$ cat config.mk
export PLATFORM = sky130hd
export DESIGN_NAME = joystick_reader
export DESIGN_NICKNAME = d
export VERILOG_FILES = /design/src/rtl/jstk_pkg.sv /design/src/rtl/spi_byte_shifter.sv /design/src/rtl/joystick_reader.sv
export SDC_FILE = /design/constraint.sdc
export NUM_CORES = 1
export LEC_CHECK = 0
export BUFFER_PORTS_ARGS = -buffer_cell sky130_fd_sc_hd__buf_4
export CAP_MARGIN = 20
export CORE_AREA = 3 3 107 109
export DETAILED_ROUTE_END_ITERATION = 8
export DIE_AREA = 0 0 110 112
export GPL_TIMING_DRIVEN = 0
export PLACE_DENSITY = 0.71
export RECOVER_POWER = 50
export SLEW_MARGIN = 20
export SYNTH_ARGS = -nofsm -noshare
export SYNTH_HDL_FRONTEND = slang
export SYNTH_SLANG_ARGS = --single-unit
$ cat constraint.sdc
create_clock -name Clk -period 2.8 [get_ports Clk]
set_input_delay 0.42 -clock Clk [delete_from_list [all_inputs] [get_ports Clk]]
set_output_delay 0.42 -clock Clk [all_outputs]
set_load 0.01 [all_outputs]
$ cat src/rtl/jstk_pkg.sv
// Shared types and constants for the PmodJSTK SPI poller.
package jstk_pkg;

  typedef enum logic [2:0] {IDLE, SETUP, SHIFT, GAP, DONE} jstk_state_e;

  localparam int unsigned NUM_BYTES      = 5;
  localparam logic [5:0]  LED_CMD_PREFIX = 6'b100000;
  localparam logic [9:0]  CENTRE_POS     = 10'd512;
  localparam logic [3:0]  CENTRE_DATA    = 4'd8;

endpackage

$ cat src/rtl/spi_byte_shifter.sv
// Mode-0 SPI byte engine: CLK_DIV-cycle low then high phase per bit, MSB first.
module spi_byte_shifter #(
  parameter int unsigned CLK_DIV = 50
) (
  input  logic       Clk,
  input  logic       Reset_n,
  input  logic       start_i,
  input  logic [7:0] tx_byte_i,
  input  logic       miso_i,
  output logic       sclk_o,
  output logic       mosi_o,
  output logic [7:0] rx_byte_o,
  output logic       done_o
);

  localparam int unsigned DivW = (CLK_DIV > 1) ? $clog2(CLK_DIV) : 1;
  localparam logic [DivW-1:0] DivLast = DivW'(CLK_DIV - 1);

  logic            busy_q;
  logic            sclk_q;
  logic [DivW-1:0] div_q;
  logic [2:0]      bit_q;
  logic [7:0]      tx_q;
  logic [7:0]      rx_q;
  logic            div_end;

  assign div_end   = (div_q == DivLast);
  // Asserted during the last cycle of bit 0's high phase; rx_q is complete by then.
  assign done_o    = busy_q & sclk_q & div_end & (bit_q == 3'd7);
  assign sclk_o    = sclk_q;
  assign mosi_o    = tx_q[7];
  assign rx_byte_o = rx_q;

  always_ff @(posedge Clk) begin
    if (!Reset_n) begin
      busy_q <= 1'b0;
      sclk_q <= 1'b0;
      div_q  <= '0;
      bit_q  <= '0;
      tx_q   <= '0;
      rx_q   <= '0;
    end else if (start_i && !busy_q) begin
      busy_q <= 1'b1;
      sclk_q <= 1'b0;
      div_q  <= '0;
      bit_q  <= '0;
      tx_q   <= tx_byte_i;
    end else if (busy_q) begin
      if (div_end) begin
        div_q <= '0;
        if (!sclk_q) begin
          sclk_q <= 1'b1;
          rx_q   <= {rx_q[6:0], miso_i};
        end else begin
          sclk_q <= 1'b0;
          bit_q  <= bit_q + 3'd1;
          // Shifting in zeros leaves Mosi low once the byte is finished.
          tx_q   <= {tx_q[6:0], 1'b0};
          if (bit_q == 3'd7) begin
            busy_q <= 1'b0;
          end
        end
      end else begin
        div_q <= div_q + 1'b1;
      end
    end
  end

endmodule

$ cat src/rtl/joystick_reader.sv
// Periodic PmodJSTK poller: frames five SPI bytes under Ss and publishes X/Y/buttons.
module joystick_reader
  import jstk_pkg::*;
#(
  parameter int unsigned CLK_DIV       = 50,
  parameter int unsigned SS_SETUP      = 1500,
  parameter int unsigned BYTE_GAP      = 1000,
  parameter int unsigned SAMPLE_PERIOD = 1000000
) (
  input  logic       Clk,
  input  logic       Reset_n,
  input  logic [1:0] Led_cmd,
  input  logic       Jstk_Miso,
  output logic       Jstk_Sclk,
  output logic       Jstk_Mosi,
  output logic       Jstk_Ss,
  output logic [9:0] X_pos,
  output logic [9:0] Y_pos,
  output logic [2:0] Buttons,
  output logic [3:0] Joystick_data,
  output logic       Sample_valid
);

  localparam int unsigned PerW   = (SAMPLE_PERIOD > 1) ? $clog2(SAMPLE_PERIOD) : 1;
  localparam int unsigned TmrMax = (SS_SETUP > BYTE_GAP) ? SS_SETUP : BYTE_GAP;
  localparam int unsigned TmrW   = $clog2(TmrMax + 1);
  localparam int unsigned IdxW   = $clog2(NUM_BYTES);

  localparam logic [PerW-1:0] PerLast   = PerW'(SAMPLE_PERIOD - 1);
  localparam logic [TmrW-1:0] SetupLast = TmrW'(SS_SETUP - 1);
  localparam logic [TmrW-1:0] GapLast   = TmrW'(BYTE_GAP - 1);
  localparam logic [IdxW-1:0] IdxLast   = IdxW'(NUM_BYTES - 1);

  jstk_state_e     state_q;
  logic [PerW-1:0] period_q;
  logic [TmrW-1:0] timer_q;
  logic [IdxW-1:0] idx_q;
  logic [1:0]      led_q;
  logic [7:0]      x_lo_q, y_lo_q;
  logic [1:0]      x_hi_q, y_hi_q;
  logic [2:0]      btn_raw_q;
  logic            ss_q;
  logic [9:0]      x_q, y_q;
  logic [2:0]      btn_q;
  logic [3:0]      jd_q;
  logic            valid_q;

  logic            start_tx;
  logic            shift_start;
  logic [7:0]      tx_byte;
  logic [7:0]      rx_byte;
  logic            sh_done;

  always_comb begin
    start_tx    = (state_q == IDLE) && (period_q == PerLast);
    // Fires on the final wait cycle so the shifter's low phase begins as SHIFT is entered.
    shift_start = ((state_q == SETUP) && (timer_q == SetupLast)) ||
                  ((state_q == GAP) && (timer_q == GapLast));
    tx_byte     = (state_q == SETUP) ? {LED_CMD_PREFIX, led_q} : 8'h00;
  end

  // Holds at terminal count while busy so a late start is deferred, not lost.
  always_ff @(posedge Clk) begin
    if (!Reset_n) begin
      period_q <= '0;
    end else if (start_tx) begin
      period_q <= '0;
    end else if (period_q != PerLast) begin
      period_q <= period_q + 1'b1;
    end
  end

  spi_byte_shifter #(
    .CLK_DIV (CLK_DIV)
  ) u_shifter (
    .Clk       (Clk),
    .Reset_n   (Reset_n),
    .start_i   (shift_start),
    .tx_byte_i (tx_byte),
    .miso_i    (Jstk_Miso),
    .sclk_o    (Jstk_Sclk),
    .mosi_o    (Jstk_Mosi),
    .rx_byte_o (rx_byte),
    .done_o    (sh_done)
  );

  always_ff @(posedge Clk) begin
    if (!Reset_n) begin
      state_q   <= IDLE;
      timer_q   <= '0;
      idx_q     <= '0;
      led_q     <= '0;
      x_lo_q    <= '0;
      x_hi_q    <= '0;
      y_lo_q    <= '0;
      y_hi_q    <= '0;
      btn_raw_q <= '0;
      ss_q      <= 1'b1;
      x_q       <= CENTRE_POS;
      y_q       <= CENTRE_POS;
      btn_q     <= '0;
      jd_q      <= CENTRE_DATA;
      valid_q   <= 1'b0;
    end else begin
      valid_q <= 1'b0;
      unique case (state_q)
        IDLE: begin
          if (start_tx) begin
            state_q <= SETUP;
            ss_q    <= 1'b0;
            led_q   <= Led_cmd;
            timer_q <= '0;
            idx_q   <= '0;
          end
        end
        SETUP: begin
          if (timer_q == SetupLast) begin
            state_q <= SHIFT;
          end else begin
            timer_q <= timer_q + 1'b1;
          end
        end
        SHIFT: begin
          if (sh_done) begin
            timer_q <= '0;
            case (idx_q)
              IdxW'(0): x_lo_q    <= rx_byte;
              IdxW'(1): x_hi_q    <= rx_byte[1:0];
              IdxW'(2): y_lo_q    <= rx_byte;
              IdxW'(3): y_hi_q    <= rx_byte[1:0];
              default:  btn_raw_q <= rx_byte[2:0];
            endcase
            state_q <= (idx_q == IdxLast) ? DONE : GAP;
          end
        end
        GAP: begin
          if (timer_q == GapLast) begin
            idx_q   <= idx_q + 1'b1;
            state_q <= SHIFT;
          end else begin
            timer_q <= timer_q + 1'b1;
          end
        end
        DONE: begin
          ss_q    <= 1'b1;
          x_q     <= {x_hi_q, x_lo_q};
          y_q     <= {y_hi_q, y_lo_q};
          btn_q   <= btn_raw_q;
          jd_q    <= {x_hi_q, x_lo_q[7:6]};
          valid_q <= 1'b1;
          state_q <= IDLE;
        end
        default: state_q <= IDLE;
      endcase
    end
  end

  assign Jstk_Ss       = ss_q;
  assign X_pos         = x_q;
  assign Y_pos         = y_q;
  assign Buttons       = btn_q;
  assign Joystick_data = jd_q;
  assign Sample_valid  = valid_q;

endmodule

==> metrics <==
peak per-stage delay on the critical path=0.49 ns; Post-layout nets=589; cell count of the worst reg-to-reg path=8; RSZ-0062 raised after global routing=no; FF-to-FF End=timer_q[1]; Core Region=10700 sq um; critical path buffer and inverter count=2; synthesized area=4740 sq um; RD Place Congestion=0.889; clk_skew=0.0106 ns; top achievable clock speed=0.389 GHz; Final Total Pwr=3.85 mW; relative slew slack=38.8%; Post-Syn Nets=534; first-pass GRT wire length=18200 microns; switching share of power=21.5%; end of the critical path=timer_q[1]; Finish-stage setup viols=0; combinational power share=1.4%; CTS clk-pin slew, worst paths=0.06 ns; initial core utilization=44.3%; LEAKAGE=2.01 nW; setup_tns=0 ns; Final ANT Viol Nets=0; Final HPWL DP=7420 microns; crit path launch type=flip-flop; Yosys warning count=0; maxcap violations=0; period utilization=91.9%; reg2reg start=period_q[0]; Post-Syn Instances=518; DR WL/cell=14.9 microns; worst-margin pin slew=0.914 ns; Bufs on Longest Clock Path=2; Int Pwr=3.03 mW; dpl cell area=5170 sq um; antenna diode count=0; Main synth FF type=dfxtp_1; post-route cell area=5710 sq um; # port buffers=34; status=finished, final reports clean; crit path max fanout=10; overall global routing resource usage=18.6%; crit path from=period_q[0]; average size of a mapped cell=9.14 sq um; Seq/Total Area, Yosys=48.2%; DRC=0; vias per cell=5.43; clk sink count=114; via count=3944; Num CTS Buffers=17; ratio of cells with drive above 1 in the final layout=9.56%; Post-synth EDFFs=0; Hold Slack=0.173 ns; Yosys reg bits=114; WP data required=3.24 ns; Pwr per Cell Area=675 nW/um^2; CTS tree=built; DR pass1 iterations=5; Final min period=2.57 ns; highest-delay cell along the critical path=or4_1; DIE AREA=12300 sq um; DRT iter0 DRCs=230; critical-path cell list=ha_1 -> nand4_1 -> or4_1 -> buf_2 -> a221o_1 -> nor3_4 -> buf_4 -> mux2i_1; clock share of power=56.3%; vias in the first global route=3812; crit path kind=flip-flop to flip-flop; wirelength, routed=10800 microns; Post-synth ARST share=0%; root buf cell=clkbuf_8; Distinct cells, synth=48; Ports=36; total grt overflow=0; largest net degree at the start of global routing=17; Clk Latency, worst-skew pair=0.51 ns; number of H-tree levels=4; die height=112 microns; reg2reg setup slack=0.23 ns; peak supply drop=405 uV; Worst Setup End Kind=flip-flop; count of final max-slew check failures=0; final core utilization=53.3%; Flop pwr share=42.3%; Fin. Hold Viols=0; DIE WIDTH=110 microns; hold crit path type=input pin to flip-flop; CP Depth=8; initial antenna violation count=0; worst path arrival time=3.01 ns; placement row count=38; crit-path leading delay family=simple AND/OR/NAND/NOR gates; Syn-to-layout area delta=20.4%; P_sw=0.827 mW
-- per-layer routing --
layer | global-route usage, % | vias to the layer above | share of wire [%]
li1 | - | 1935 | -
met1 | 24.4 | 1907 | 46
met2 | 29.0 | 86 | 48
met3 | 5.16 | 16 | 4.4
met4 | 6.65 | 0 | 1.2
met5 | 0 | - | 0
-- through the flow --
| stage | std cells | worst slack (ns) |
|---|---|---|
| 4_1_cts | 724 | 0.0971 |
| 6_report | 726 | 0.227 |
| 5_1_grt | 726 | 0.0784 |
| 2_1_floorplan | 518 | 0.431 |
| 3_5_place_dp | 692 | 0.115 |
| 3_3_place_gp | 692 | 0.139 |
-- cells in the final DEF (no fill, tap or decap), types with 4 or more instances in the layout --
cell type   netlist  routed
nand2_1          84      84
ha_1             11      11
and3_1            6       6
buf_4             4       9
clkbuf_16         0      16
o21ai_0          12      12
a31oi_1           6       6
clkbuf_1         20      49
a22o_1           21      21
a21oi_1          14      14
or3_1             4       4
xnor2_1           8       8
nor2_1           57      57
nand3_1          19      19
inv_1             7       7
mux2i_1          35      35
clkinvlp_4        0       6
nor3_1           13      13
nor4_1            5       4
nand4_1          10      10
xor2_1           19      19
dfxtp_1         114     114
buf_2             5       5
-- area by class of cell --
cell class	count	area (sq um)
buffer	29	130
clock buffer	18	428
clock inverter	14	179
fill	987	4990
inverter	7	26.3
multi-input combinational	368	2320
sequential	114	2280
tap	140	175
timing repair buffer	36	161
-- worst min-delay path by stage --
stage | startpoint | slack (ns) | depth (start not counted) | endpoint
4_1_cts | Jstk_Miso | 0.16 | 3 | u_shifter.rx_byte_o[0]
2_1_floorplan | led_q[1] | 0.43 | 2 | led_q[1]
5_1_grt | Jstk_Miso | 0.17 | 3 | u_shifter.rx_byte_o[0]
3_3_place_gp | Jstk_Ss | 0.44 | 2 | Jstk_Ss
6_report | Jstk_Miso | 0.17 | 3 | u_shifter.rx_byte_o[0]
3_5_place_dp | u_shifter.tx_q[4] | 0.45 | 2 | u_shifter.tx_q[5]
-- cells in the mapped netlist, drive strengths merged, types with 3 or more instances --
cell type	n	area share (%)
nand3	19	2.0
o2111ai	3	0.55
and3	6	0.79
nor2	57	4.5
buf	9	1.2
nand2	84	6.7
o21a	3	0.48
nand4	10	1.3
and2	3	0.40
a31oi	6	0.79
o21ai	12	1.3
nor3	14	1.7
a22o	21	3.9
xnor2	8	1.5
dfxtp	114	48
nand2b	3	0.40
or3	4	0.53
xor2	19	3.5
inv	7	0.55
ha	11	2.9
a21oi	14	1.5
clkbuf	20	1.6
nor4	5	0.66
mux2i	35	7.4
-- power groups by stage --
stage / clock (mW) / combinational [mW] / sequential, mW
floorplan: 0 / 0.0337 / 1.66
global placement: 0 / 0.0521 / 1.67
detailed placement: 0 / 0.0531 / 1.67
CTS: 2.20 / 0.0542 / 1.63
global route: 2.29 / 0.0599 / 1.63
finish: 2.17 / 0.0537 / 1.63
-- flip-flops by register name, summed over array words and instances, names as in the netlist, 6 cells and up --
register,cells
x_lo_q,8
u_shifter.rx_byte_o,8
timer_q,11
u_shifter.tx_q,8
X_pos,10
u_shifter.div_q,6
period_q,20
Y_pos,10
y_lo_q,8
-- worst register-to-register path, stage by stage (launching register included) --
cell	delay, ns
dfxtp_1	0.39
ha_1	0.25
nand4_1	0.15
or4_1	0.49
buf_2	0.20
a221o_1	0.46
nor3_4	0.18
buf_4	0.21
mux2i_1	0.18
-- cell families after synthesis --
group / after synthesis / share of synthesized area (%)
adder cells (fa/ha/maj): 11 / 2.91
flip-flops: 114 / 48.2
XOR/XNOR: 27 / 4.99
multiplexers: 36 / 7.63
buffers and inverters: 36 / 3.30
AO/OA/AOI/OAI: 74 / 11.2
AND/OR/NAND/NOR: 220 / 21.8
-- what timing repair did --
action | CTS | global route
resized for setup | 0 | 4
setup endpoints to repair | 0 | 24
hold buffers | 0 | 0
setup buffers | 0 | 2
No activity file was read; power rests on OpenSTA's default activity.
